$ cat src/rtl/btn_event_gen.sv
// -----------------------------------------------------------------------------
// btn_event_gen
//   Turns the two synchronized front-panel buttons into debounced levels and
//   discrete SHORT / LONG / REPEAT events for the CPU controls PIO. The CPU
//   detects a new event by watching btn_code_cnt change. Button 1 is shared
//   with the latency-tester sensor and is muted while lt_active is high.
//
// Ports
//   clk27         in   1  system clock (27 MHz)
//   reset_n       in   1  asynchronous active-low reset
//   btn_in        in   2  raw buttons, active-low, already synchronized to clk27
//   lt_active     in   1  latency tester running; masks button 1
//   btn_level     out  2  debounced pressed state, 1 = pressed
//   btn_code      out  4  last event: [1:0] one-hot button, [3:2] 01 SHORT,
//                         10 LONG, 11 REPEAT
//   btn_evt       out  1  one-cycle strobe when btn_code/btn_code_cnt update
//   btn_code_cnt  out  8  event counter, +1 per event, wraps 255 -> 0
// -----------------------------------------------------------------------------
module btn_event_gen #(
  parameter int unsigned PRESCALE    = 27000, // clk27 cycles per ms tick (2..65535)
  parameter int unsigned DEBOUNCE_MS = 10,    // stable ticks to accept a change (1..255)
  parameter int unsigned LONG_MS     = 1000,  // ticks held before LONG (> DEBOUNCE_MS, <= 4095)
  parameter int unsigned REPEAT_MS   = 200    // ticks between REPEATs (1..4095)
) (
  input  logic       clk27,
  input  logic       reset_n,
  input  logic [1:0] btn_in,
  input  logic       lt_active,
  output logic [1:0] btn_level,
  output logic [3:0] btn_code,
  output logic       btn_evt,
  output logic [7:0] btn_code_cnt
);

  localparam logic [15:0] PRESC_MAX = 16'(PRESCALE - 1);
  localparam logic [7:0]  DEB_N     = 8'(DEBOUNCE_MS);
  // Thresholds are compared against the count before the increment, so the
  // event fires on the tick that makes the count reach LONG_MS / REPEAT_MS.
  localparam logic [11:0] LONG_TH   = 12'(LONG_MS - 1);
  localparam logic [11:0] REP_TH    = 12'(REPEAT_MS - 1);

  typedef enum logic [1:0] {
    ST_IDLE  = 2'd0,
    ST_PRESS = 2'd1,
    ST_HELD  = 2'd2
  } state_e;

  typedef enum logic [1:0] {
    EV_NONE   = 2'b00,
    EV_SHORT  = 2'b01,
    EV_LONG   = 2'b10,
    EV_REPEAT = 2'b11
  } evt_kind_e;

  typedef struct packed {
    logic      valid;
    evt_kind_e kind;
  } req_t;

  // ---------------------------------------------------------------------------
  // State
  // ---------------------------------------------------------------------------
  logic [15:0]      presc_q, presc_d;
  logic             tick;

  logic [1:0]       raw;
  logic [1:0]       raw_prev_q;
  logic [1:0]       lvl_q, lvl_d;
  logic [1:0][7:0]  stable_q, stable_d;
  logic [1:0]       rise, fall;

  state_e [1:0]     state_q, state_d;
  logic [1:0][11:0] hold_q, hold_d;
  req_t [1:0]       req_q, req_d;

  req_t             req1;
  req_t             pend_q, pend_d;
  logic [3:0]       code_q, code_d;
  logic [7:0]       cnt_q, cnt_d;
  logic             evt_q, evt_d;

  // ---------------------------------------------------------------------------
  // Shared 1 ms tick
  // ---------------------------------------------------------------------------
  assign tick = (presc_q == PRESC_MAX);

  // NOTE: every signal written in an always_comb gets a default first, so no
  // path leaves it unassigned and no latch is inferred.
  always_comb begin
    presc_d = presc_q + 16'd1;
    if (tick) presc_d = '0;
  end

  // ---------------------------------------------------------------------------
  // Debounce: accept a new level only after DEBOUNCE_MS ticks with no change.
  // The accept also requires no change in the current cycle, otherwise a
  // transition landing on a saturated counter would be accepted undebounced.
  // ---------------------------------------------------------------------------
  assign raw = ~btn_in;

  always_comb begin
    stable_d = stable_q;
    lvl_d    = lvl_q;
    rise     = '0;
    fall     = '0;
    for (int i = 0; i < 2; i++) begin
      if (raw[i] != raw_prev_q[i]) begin
        stable_d[i] = '0;
      end else if (tick && (stable_q[i] != DEB_N)) begin
        stable_d[i] = stable_q[i] + 8'd1;
      end

      if ((stable_q[i] == DEB_N) && (raw[i] == raw_prev_q[i]) &&
          (raw[i] != lvl_q[i])) begin
        lvl_d[i] = raw[i];
        rise[i]  = raw[i];
        fall[i]  = ~raw[i];
      end
    end
  end

  // ---------------------------------------------------------------------------
  // Event FSMs. They follow the debouncer's own edges rather than the masked
  // btn_level, so dropping lt_active while button 1 is held does not look like
  // a fresh press.
  // ---------------------------------------------------------------------------
  always_comb begin
    state_d = state_q;
    hold_d  = hold_q;
    req_d   = '0;
    for (int i = 0; i < 2; i++) begin
      unique case (state_q[i])
        ST_IDLE: begin
          if (rise[i]) begin
            state_d[i] = ST_PRESS;
            hold_d[i]  = '0;
          end
        end
        ST_PRESS: begin
          // Release is checked first so it wins over a coincident threshold.
          if (fall[i]) begin
            req_d[i]   = '{valid: 1'b1, kind: EV_SHORT};
            state_d[i] = ST_IDLE;
          end else if (tick) begin
            if (hold_q[i] == LONG_TH) begin
              req_d[i]   = '{valid: 1'b1, kind: EV_LONG};
              hold_d[i]  = '0;
              state_d[i] = ST_HELD;
            end else begin
              hold_d[i] = hold_q[i] + 12'd1;
            end
          end
        end
        ST_HELD: begin
          if (fall[i]) begin
            state_d[i] = ST_IDLE;
          end else if (tick) begin
            if (hold_q[i] == REP_TH) begin
              req_d[i]  = '{valid: 1'b1, kind: EV_REPEAT};
              hold_d[i] = '0;
            end else begin
              hold_d[i] = hold_q[i] + 12'd1;
            end
          end
        end
        default: state_d[i] = ST_IDLE;
      endcase
    end

    if (lt_active) begin
      state_d[1] = ST_IDLE;
      hold_d[1]  = '0;
      req_d[1]   = '0;
    end
  end

  // ---------------------------------------------------------------------------
  // Event output: button 0 first, button 1 parked in the pending slot when
  // both request together. Anything from button 1 is dropped under lt_active.
  // ---------------------------------------------------------------------------
  assign req1 = lt_active ? '0 : req_q[1];

  always_comb begin
    code_d = code_q;
    cnt_d  = cnt_q;
    evt_d  = 1'b0;
    pend_d = pend_q;

    if (req_q[0].valid) begin
      code_d = {req_q[0].kind, 2'b01};
      cnt_d  = cnt_q + 8'd1;
      evt_d  = 1'b1;
      if (req1.valid) pend_d = req1;
    end else if (pend_q.valid && !lt_active) begin
      code_d = {pend_q.kind, 2'b10};
      cnt_d  = cnt_q + 8'd1;
      evt_d  = 1'b1;
      pend_d = req1;
    end else if (req1.valid) begin
      code_d = {req1.kind, 2'b10};
      cnt_d  = cnt_q + 8'd1;
      evt_d  = 1'b1;
    end

    if (lt_active) pend_d = '0;
  end

  // ---------------------------------------------------------------------------
  // Registers
  // ---------------------------------------------------------------------------
  // NOTE: sequential state uses non-blocking assignments so every register
  // samples the pre-edge values, independent of statement order.
  always_ff @(posedge clk27 or negedge reset_n) begin
    if (!reset_n) begin
      presc_q    <= '0;
      raw_prev_q <= '0;
      lvl_q      <= '0;
      stable_q   <= '0;
      state_q    <= {ST_IDLE, ST_IDLE};
      hold_q     <= '0;
      req_q      <= '0;
      pend_q     <= '0;
      code_q     <= '0;
      cnt_q      <= '0;
      evt_q      <= 1'b0;
    end else begin
      presc_q    <= presc_d;
      raw_prev_q <= raw;
      lvl_q      <= lvl_d;
      stable_q   <= stable_d;
      state_q    <= state_d;
      hold_q     <= hold_d;
      req_q      <= req_d;
      pend_q     <= pend_d;
      code_q     <= code_d;
      cnt_q      <= cnt_d;
      evt_q      <= evt_d;
    end
  end

  assign btn_level    = {lvl_q[1] & ~lt_active, lvl_q[0]};
  assign btn_code     = code_q;
  assign btn_evt      = evt_q;
  assign btn_code_cnt = cnt_q;

endmodule

$ cat config.mk
export PLATFORM = sky130hd
export DESIGN_NAME = btn_event_gen
export DESIGN_NICKNAME = d
export VERILOG_FILES = /design/src/rtl/btn_event_gen.sv
export SDC_FILE = /design/constraint.sdc
export NUM_CORES = 1
export LEC_CHECK = 0
export BUFFER_PORTS_ARGS = -buffer_cell sky130_fd_sc_hd__buf_4
export CORE_AREA = 4 4 98 100
export DETAILED_ROUTE_END_ITERATION = 10
export DIE_AREA = 0 0 102 104
export GPL_TIMING_DRIVEN = 0
export PLACE_DENSITY = 0.82
export RECOVER_POWER = 25
export SYNTH_ARGS = -nofsm -noshare
export SYNTH_HDL_FRONTEND = slang
export SYNTH_SLANG_ARGS = --single-unit
$ cat constraint.sdc
create_clock -name clk27 -period 3.55 [get_ports clk27]
set_input_delay 0.1775 -clock clk27 [delete_from_list [all_inputs] [get_ports clk27]]
set_output_delay 0.1775 -clock clk27 [all_outputs]
set_load 0.05 [all_outputs]
==> impl_metrics.env, run 1 <==
export IMPL_status="finished, violations left"
export IMPL_violations="capacitance limit, slew limit"
export IMPL_boundaryPins=20
export IMPL_grt_pass1_vias=3504
export IMPL_grt_overflow_total=0
export IMPL_layout_setup_ws_ps=1005
export IMPL_syn2layout_area_growth_pct=10.07
export IMPL_hold_end="req_q[3]"
export IMPL_initial_core_util_pct=53.82
export IMPL_crit_arrival_ps=2800
export IMPL_rr_endpoint="hold_q[5]"
export IMPL_path_class="reg2reg"
export IMPL_p_per_area_nw_per_um2=440.7
export IMPL_synth_top_cell_by_area="dfrtp_1"
export IMPL_final_util_pct=59.24
export IMPL_layout_commonest_cell="dfrtp_1"
export IMPL_synth_fp_nets=492
export IMPL_cts_buffer_depth=2
export IMPL_layout_common_cells="86 x dfrtp_1, 55 x nor2_1, 27 x nand2_1, 25 x nand3_1, 24 x inv_1"
export IMPL_whs_path_depth=3
export IMPL_drtPass1Iterations=4
export IMPL_multi_input_area_sq_um=2346
export IMPL_post_route_drc_count=0
export IMPL_synthFlopType="dfrtp_1"
export IMPL_r2r_start="stable_q[4]"
export IMPL_slew_headroom_pct=-37.27
export IMPL_clk_latency_ps=360
export IMPL_clkTransAtPathRegs_ps=100
export IMPL_worst_setup_path_start_kind="register"
export IMPL_setup_viol=0
export IMPL_max_cap_violations=1
export IMPL_pre_cts_slack_ps=1012
export IMPL_via_count=3630
export IMPL_row_count=34
export IMPL_async_flop_share_pct=100.0
export IMPL_grt_first_pass_wirelength_um=15680
export IMPL_grt_max_degree=87
export IMPL_cts_max_level=3
export IMPL_power_leakage_nw=2.307
export IMPL_r2r_cells=5
export IMPL_final_hold_viol_count=0
export IMPL_yosysWarnings=0
export IMPL_die_y_um=104
export IMPL_peakVddDrop_mv=0.2073
export IMPL_fin_worst_skew_ps=10.30
export IMPL_rsz0062_at_grt="no"
export IMPL_ys_types=61
export IMPL_diodes=0
export IMPL_crit_fanout=7
export IMPL_synth_area_sq_um=4671
export IMPL_vias_per_cell=5.883
export IMPL_routed_wl_um=8984
export IMPL_fillCellCount=736
export IMPL_finalWeightedCongestion=0.8493
export IMPL_synth_top_area_share_pct=46.08
export IMPL_antenna_found_initial=0
export IMPL_finalMaxSlewViolations=87
export IMPL_cts_sinks=86
export IMPL_place_hpwl_um=6191
export IMPL_grt_total_usage_pct=17.80
export IMPL_end_kind="register"
export IMPL_hp_class="in2reg"
export IMPL_tightest_slew_ps=2059
export IMPL_max_freq_ghz=0.3929
export IMPL_drtIter0Drc=177
export IMPL_core_area_sq_um=8678
export IMPL_finalSetupTns_ps=0
export IMPL_synth_avg_cell_area_sq_um=9.896
export IMPL_crit_required_ps=3800
export IMPL_drive_gt1_share_pct=11.79
export IMPL_fin_crit_sh_pct=71.70
export IMPL_synth_area_top_cells="dfrtp_1 46%, nor2_1 4.4%, ha_1 4.0%"
export IMPL_cts_tree="done"
export IMPL_ys_seq_area_share_pct=46.08
export IMPL_dieArea_sq_um=10610
export IMPL_seq_area_sq_um=2152
export IMPL_cts_made_buffers=9
export IMPL_ctsResizeCount=0
export IMPL_fin_nets=524
export IMPL_wl_per_cell_um=14.56
export IMPL_numPortBuffers=19
export IMPL_antenna_left=0
export IMPL_ys_ff_latch=86
export IMPL_synth_edf_count=0
export IMPL_die_w_um=102
export IMPL_reg2reg_slack_ps=1000
export IMPL_synthCells=472
export IMPL_cts_root_buf="clkbuf_8"
export IMPL_worstHoldStart="lt_active"
export IMPL_post_route_min_period_ps=2545
[cells by family (layout without fill, tap and decap cells)]
family / after synthesis / in the layout / share of synthesized area, %
xor+xnor: 32 / 32 / 6.001
simple gates: 191 / 191 / 22.07
buf+inv: 40 / 77 / 3.697
fa+ha+maj: 15 / 15 / 4.018
flops: 86 / 86 / 46.08
mux: 11 / 11 / 2.384
compound gates: 97 / 97 / 15.75
[registers in the layout, indices dropped and copies added, names as in the netlist]
signal	cells
btn_code_cnt	8
hold_q	24
state_q	4
req_q	6
presc_q	16
pend_q	3
raw_prev_q	2
btn_evt	1
stable_q	16
lvl_q	2
btn_code	4
[timing repair]
item,CTS,global route
hold buffers,2,0
endpoints found under the hold margin,2,0
setup buffers,0,0
[per-stage QoR]
| step | instances | power (W) | hold WS, ps | cell area, sq um |
|---|---|---|---|---|
| after global placement | 599 | 0.001610 | 360.9 | 4949 |
| after CTS | 617 | 0.002275 | 35.30 | 5151 |
| after floorplan | 472 | 0.001494 | -118.1 | 4671 |
| after global routing | 617 | 0.002381 | 152.6 | 5141 |
| final | 617 | 0.002266 | 147.0 | 5141 |
| after detailed placement | 599 | 0.001622 | 375.4 | 4949 |
[final cells by class]
type                       count  area share [%]
sequential                    86           41.86
clock buffer                   9           2.409
multi-input combinational    346           45.63
clock inverter                 7           1.144
inverter                      24           1.752
buffer                        16           1.606
tap                          108           2.628
timing repair buffer          21           2.969
[where the power goes]
| group | leakage [nW] | switching [W] | internal (W) |
|---|---|---|---|
| registers | 1.15 | 0.0000297 | 0.00101 |
| logic | 1.06 | 0.000349 | 0.000227 |
| clock network | 0.0917 | 0.000387 | 0.000264 |
[worst max-delay path, cell delays in order, from the launching register on]
cell and delay (ps):
dfrtp_1 430, or4_4 600, o41ai_4 590, nand2_1 260
a211o_1 330, a22o_1 230
[synth_stat cells (all sizes together), types with 6 or more instances]
| master | count |
|---|---|
| a211o | 16 |
| a211oi | 8 |
| a21oi | 14 |
| a22o | 15 |
| a31oi | 6 |
| and2 | 6 |
| and3 | 13 |
| buf | 7 |
| clkbuf | 9 |
| dfrtp | 86 |
| ha | 15 |
| inv | 24 |
| mux2i | 10 |
| nand2 | 27 |
| nand3 | 25 |
| nand4 | 19 |
| nor2 | 55 |
| nor3 | 6 |
| o21ai | 17 |
| xnor2 | 18 |
| xor2 | 14 |
[how the worst max path moves through the flow]
stage           startpoint    endpoint  slack [ps]  depth (start not counted)
5_1_grt        presc_q[10]  state_q[0]         890                          6
3_5_place_dp   presc_q[10]  state_q[0]        1010                          6
3_3_place_gp   presc_q[10]  state_q[0]        1020                          6
4_1_cts        presc_q[10]  state_q[0]        1010                          6
2_1_floorplan  stable_q[4]  hold_q[10]        1240                          6
6_report       stable_q[4]   hold_q[5]        1000                          5
[layer usage]
metal / GRT usage [%] / vias to the layer above / part of all wire [%]
met4: 7.498 / 0 / 1.8
met1: 24.32 / 1794 / 48
met5: 0 / - / 0
li1: - / 1779 / -
met3: 2.951 / 13 / 2.9
met2: 27.81 / 44 / 47
Power figures use the tool's default switching activity.
==> run 2: changes to the inputs <==
--- a/config.mk
+++ b/config.mk
@@ -10,7 +10,7 @@
 export DETAILED_ROUTE_END_ITERATION = 10
 export DIE_AREA = 0 0 102 104
 export GPL_TIMING_DRIVEN = 0
-export PLACE_DENSITY = 0.82
+export PLACE_DENSITY = 0.84
 export RECOVER_POWER = 25
 export SYNTH_ARGS = -nofsm -noshare
 export SYNTH_HDL_FRONTEND = slang
==> constraint.sdc (replaced) <==
create_clock -name clk27 -period 2.2 [get_ports clk27]
set_input_delay 0.11 -clock clk27 [delete_from_list [all_inputs] [get_ports clk27]]
set_output_delay 0.11 -clock clk27 [all_outputs]
set_load 0.05 [all_outputs]
==> run 2 against run 1 <==
  * Critical path depth stayed put
  * Clock power rose by 89%
  * Count of clock-buffer cells in the layout unchanged
  * Total power up 81%
  * Register-to-register slack got worse by 1000 ps
  * Die area is the same
  * Core utilization is 5.0 points higher
  * Sequential power rose by 62%
  * Critical endpoint is now hold_q[3]
  * Flip-flop and latch count did not move
  * Combinational power up 110%
  * Clock skew down 0.74 ps
  * The run ends with setup timing left
==> impl_metrics.env, run 2 (synthesized netlist as in run 1, its figures left out) <==
export IMPL_dieArea_sq_um=10610
export IMPL_die_y_um=104
export IMPL_power_leakage_nw=2.494
export IMPL_regMostFlops="hold_q"
export IMPL_die_w_um=102
export IMPL_internal_power_w=0.002797
export IMPL_post_route_min_period_ps=2239
export IMPL_layout_common_cells="86 x dfrtp_1, 54 x nor2_1, 31 x buf_4, 26 x nand2_1, 24 x inv_1"
export IMPL_largest_reg_flops=24
export IMPL_core_area_sq_um=8678
export IMPL_fin_worst_skew_ps=9.560
export IMPL_worst_setup_path_start_kind="register"
export IMPL_p_seq_share_pct=40.9
export IMPL_syn2layout_area_growth_pct=19.37
export IMPL_crit_arrival_ps=2480
export IMPL_max_freq_ghz=0.4466
export IMPL_peakVddDrop_mv=0.3263
export IMPL_crit_required_ps=2440
export IMPL_antenna_left=0
export IMPL_layout_commonest_cell="dfrtp_1"
export IMPL_antenna_found_initial=0
export IMPL_routed_wl_um=10210
export IMPL_diodes=0
export IMPL_path_class="reg2reg"
export IMPL_clkPwrFrac_pct=29.8
export IMPL_switchingPower_w=0.001315
export IMPL_power_w=0.004112
export IMPL_cts_sinks=86
export IMPL_vias_per_cell=5.903
export IMPL_finalMaxSlewViolations=0
export IMPL_grt_pass1_vias=3723
export IMPL_status="finished, violations left"
export IMPL_rsz0062_at_grt="yes"
export IMPL_tightest_slew_ps=1165
export IMPL_clkTransAtPathRegs_ps=90
export IMPL_cts_tree="done"
export IMPL_cts_buffer_depth=2
export IMPL_drtPass1Iterations=5
export IMPL_placedInstanceArea_sq_um=4957
export IMPL_initial_core_util_pct=53.82
export IMPL_grt_first_pass_wirelength_um=16880
export IMPL_clk_latency_ps=350
export IMPL_fin_crit_sh_pct=101.8
export IMPL_drtIter0Drc=299
export IMPL_wl_per_cell_um=15.76
export IMPL_row_count=34
export IMPL_cts_max_level=3
export IMPL_numPortBuffers=19
export IMPL_end_kind="register"
export IMPL_cts_made_buffers=9
export IMPL_wl_met3_um=431
export IMPL_grt_total_usage_pct=19.38
export IMPL_hp_class="in2reg"
export IMPL_slew_headroom_pct=22.34
export IMPL_max_cap_violations=0
export IMPL_p_per_area_nw_per_um2=737.5
export IMPL_via_count=3825
export IMPL_cts_root_buf="clkbuf_8"
export IMPL_finalWeightedCongestion=0.8233
export IMPL_fin_area_sq_um=5575
export IMPL_drive_gt1_share_pct=19.07
export IMPL_wl_met2_um=5056
export IMPL_layout_setup_ws_ps=-39.28
export IMPL_setup_viol=6
export IMPL_place_hpwl_um=6264
export IMPL_violations="setup timing"
export IMPL_post_route_drc_count=0
export IMPL_crit_fanout=5
export IMPL_boundaryPins=20
export IMPL_fin_nets=555
export IMPL_grt_overflow_total=0
export IMPL_top_regs="hold_q x24, presc_q x16, stable_q x16"
export IMPL_met1_length_um=4556
export IMPL_final_hold_viol_count=0
export IMPL_switching_share_pct=31.97
export IMPL_power_frac_comb_pct=29.3
export IMPL_grt_max_degree=87
export IMPL_top_layer_used="met4"
-- run 2: changes by cell type in the layout (fill, tap and decap cells not counted), moves of 3 or more --
cell,change
clkbuf_4,+4
buf_6,+6
buf_2,-3
ha_1,-3
clkbuf_1,+9
ha_2,+3
clkinvlp_4,+3
buf_4,+12
-- run 2: what timing repair did --
item | 4_1_cts | 5_1_grt
resized for setup | 28 | 27
cloned | 2 | 1
setup buffers | 19 | 10
pin swaps | 12 | 15
setup endpoints to repair | 45 | 43
hold buffers | 3 | 0
hold endpoints to repair | 60 | 0
-- run 2: final timing paths --
| path | startpoint | endpoint | slack, ps | depth (start not counted) |
|---|---|---|---|---|
| max in group asynchronous | reset_n | presc_q[2] | 910 | 2 |
| min in group asynchronous | reset_n | hold_q[10] | 520 | 2 |
| worst max register to register | stable_q[5] | hold_q[3] | -40 | 5 |
| worst min register to register | presc_q[0] | presc_q[0] | 460 | 1 |
| worst min-delay path | lt_active | req_q[3] | 100 | 3 |
| worst max-delay path | stable_q[5] | hold_q[3] | -40 | 5 |
-- run 2: power by group through the flow --
stage	Clock [W]	Sequential, W	Combinational, W
2_1_floorplan	0	0.00170	0.000705
3_3_place_gp	0	0.00170	0.000895
3_5_place_dp	0	0.00171	0.000937
4_1_cts	0.00124	0.00168	0.00106
5_1_grt	0.00133	0.00169	0.00129
6_report	0.00123	0.00168	0.00121
-- run 2: per-layer routing --
metal / up-vias / GRT usage (%)
li1: 1838 / -
met5: - / 0
met4: 0 / 7.873
met1: 1875 / 25.35
met2: 97 / 31.52
met3: 15 / 3.353
-- run 2: worst max-delay path, stage by stage (launching register included) --
cell,delay [ps]
dfrtp_1,390
or4_4,570
or4_4,560
a21o_4,260
and3_4,160
a22o_1,200
-- run 2: layout make-up --
cell class | count | area, sq um
fillers | 651 | 3103
multi-input cells | 347 | 2509
flip-flops and latches | 86 | 2152
repair buffers | 53 | 364.1
well taps | 108 | 135.1
clock buffers | 9 | 123.9
plain buffers | 14 | 102.6
clock inverters | 7 | 98.84
inverters | 24 | 90.09
-- run 2: metrics by stage --
step	util (%)	hold WS [ps]	worst slack, ps	instances	setup TNS (ps)
5_1_grt	64.24	70.78	-100.2	648	-830.7
6_report	64.24	102.5	-39.28	648	-102.0
4_1_cts	62.95	74.50	-11.34	637	-21.98
3_5_place_dp	57.12	296.2	-278.3	599	-4200
3_3_place_gp	57.12	292.2	-198.3	599	-2830
2_1_floorplan	-	-185.6	22.30	472	0
==> run 3: changes to the inputs <==
--- a/config.mk
+++ b/config.mk
@@ -6,9 +6,9 @@
 export NUM_CORES = 1
 export LEC_CHECK = 0
 export BUFFER_PORTS_ARGS = -buffer_cell sky130_fd_sc_hd__buf_4
-export CORE_AREA = 4 4 98 100
+export CORE_AREA = 2 2 96 98
 export DETAILED_ROUTE_END_ITERATION = 10
-export DIE_AREA = 0 0 102 104
+export DIE_AREA = 0 0 98 100
 export GPL_TIMING_DRIVEN = 0
 export PLACE_DENSITY = 0.84
 export RECOVER_POWER = 25
==> run 3 against run 2 <==
  * The flow still finishes with violations (setup timing)
  * Worst setup slack improved by 6.6 ps
  * Register-to-register slack barely moved
  * Fmax up 0.30%
  * Final area rose by 1.8%
  * Critical endpoint is now hold_q[2]
  * Largest power group unchanged
  * Highest routed layer unchanged
==> impl_metrics.env, run 3 (synthesized netlist as in run 1, its figures left out) <==
export IMPL_drtIter0Drc=250
export IMPL_fillCellCount=667
export IMPL_drtPass1Iterations=5
export IMPL_path_cells="or4_4, or4_4, a21oi_4, buf_4, buf_6, a211oi_2, o22ai_1"
export IMPL_fin_worst_skew_ps=7.212
export IMPL_tightest_slew_ps=1152
export IMPL_finalSetupTns_ps=-114.1
export IMPL_grt_pass1_vias=3751
export IMPL_cts_tree="done"
export IMPL_final_hold_viol_count=0
export IMPL_routed_wl_um=10720
export IMPL_pre_cts_slack_ps=-255.3
export IMPL_vias_per_cell=6.072
export IMPL_finalWeightedCongestion=0.8610
export IMPL_row_count=35
export IMPL_cts_root_buf="clkbuf_8"
export IMPL_largest_reg_flops=24
export IMPL_power_leakage_nw=2.539
export IMPL_drive_gt1_share_pct=20.26
export IMPL_violations="setup timing"
export IMPL_fin_crit_sh_pct=101.5
export IMPL_post_route_drc_count=0
export IMPL_clkPwrFrac_pct=30.6
export IMPL_peakVddDrop_mv=0.3907
export IMPL_cts_max_level=3
export IMPL_wl_per_cell_um=16.39
export IMPL_cts_sinks=86
export IMPL_rsz0062_at_grt="yes"
export IMPL_path_buf_inv=2
export IMPL_grt_overflow_total=0
export IMPL_via_count=3971
export IMPL_p_per_area_nw_per_um2=734.1
export IMPL_numPortBuffers=19
export IMPL_syn2layout_area_growth_pct=21.48
export IMPL_antenna_found_initial=0
export IMPL_switchingPower_w=0.001334
export IMPL_cts_made_buffers=9
export IMPL_die_y_um=100
export IMPL_grt_total_usage_pct=21.79
export IMPL_power_frac_comb_pct=29.1
export IMPL_cpPeakStageDelay_ps=560
export IMPL_layout_commonest_cell="dfrtp_1"
export IMPL_initial_core_util_pct=52.54
export IMPL_regMostFlops="hold_q"
export IMPL_grt_first_pass_wirelength_um=17380
export IMPL_switching_share_pct=32.04
export IMPL_diodes=0
export IMPL_crit_arrival_ps=2520
export IMPL_path_class="reg2reg"
export IMPL_status="finished, violations left"
export IMPL_fin_nets=558
export IMPL_clk_latency_ps=360
export IMPL_top_regs="hold_q x24, presc_q x16, stable_q x16"
export IMPL_finalMaxSlewViolations=0
export IMPL_layout_common_cells="86 x dfrtp_1, 54 x nor2_1, 33 x buf_4, 26 x nand2_1"
export IMPL_p_seq_share_pct=40.4
export IMPL_worst_setup_path_start_kind="register"
export IMPL_setup_viol=6
export IMPL_internal_power_w=0.002831
export IMPL_antenna_left=0
export IMPL_post_route_min_period_ps=2233
export IMPL_max_cap_violations=0
export IMPL_slew_headroom_pct=23.20
export IMPL_layout_setup_ws_ps=-32.64
export IMPL_end_kind="register"
export IMPL_dieArea_sq_um=9800
export IMPL_hp_class="in2reg"
export IMPL_crit_fanout=7
export IMPL_cts_buffer_depth=2
export IMPL_place_hpwl_um=6315
export IMPL_clkTransAtPathRegs_ps=90
export IMPL_core_area_sq_um=8890
export IMPL_die_w_um=98
export IMPL_boundaryPins=20
export IMPL_grt_max_degree=87
export IMPL_crit_required_ps=2490
export IMPL_max_freq_ghz=0.4479
export IMPL_path_common_cell="or4_4"
export IMPL_critical_path_top_delay_family="simple AND/OR/NAND/NOR gates"
export IMPL_cp_slowest_cell="or4_4"
[run 3: per-layer routing]
layer,track usage [%],wire length (um),vias to the layer above
li1,-,-,1841
met1,27.33,4554,1967
met2,37.20,5383,130
met3,3.343,483,33
met4,10.47,298,0
met5,0,0,-
[run 3: through the flow]
stage               util, %  total power [W]  instances  hold WS, ps  cell area, sq um
global route          63.83         0.004358        654        109.1              5674
CTS                   62.18         0.004089        641        78.52              5528
floorplan                 -         0.002410        472       -185.6              4679
finish                63.83         0.004165        654        96.94              5674
global placement      55.81         0.002592        602        292.4              4961
detailed placement    55.81         0.002634        602        301.0              4961
[run 3: final cells by class]
class                   count  area [sq um]  area share, %
multi-input cells         346          2534          44.65
flip-flops and latches     86          2152          37.93
repair buffers             57         417.9          7.365
well taps                 111         138.9          2.448
clock buffers              10         137.6          2.426
plain buffers              14         111.4          1.963
clock inverters             6         92.59          1.632
inverters                  24         90.09          1.588
[run 3: path summary, 6_finish.rpt]
check	startpoint	endpoint	slack (ps)	depth (start not counted)
worst max-delay path	stable_q[7]	hold_q[2]	-30	7
worst min-delay path	lt_active	state_q[2]	100	3
worst max register to register	stable_q[7]	hold_q[2]	-30	7
worst min register to register	presc_q[0]	presc_q[0]	470	1
max in group asynchronous	reset_n	hold_q[13]	950	2
min in group asynchronous	reset_n	btn_code_cnt[7]	510	2
[run 3: worst min-delay path, delay by kind of cell]
kind	cells	cell delay [ps]
buffers and inverters	1	110
muxes	1	80
and+or+nand+nor	1	130
[run 3: power by group through the flow]
stage               Clock [W]  Sequential (W)  Combinational (W)
floorplan                   0         0.00170           0.000705
global placement            0         0.00170           0.000890
detailed placement          0         0.00171           0.000926
CTS                   0.00128         0.00168            0.00113
global route          0.00135         0.00169            0.00132
finish                0.00127         0.00168            0.00121
[run 3: repair_timing]
action	CTS	global route
gates resized for setup	43	29
cloned	1	1
hold buffers	3	0
pin swaps	18	9
endpoints found under the setup margin	45	40
endpoints found under the hold margin	82	0
buffers inserted	20	13
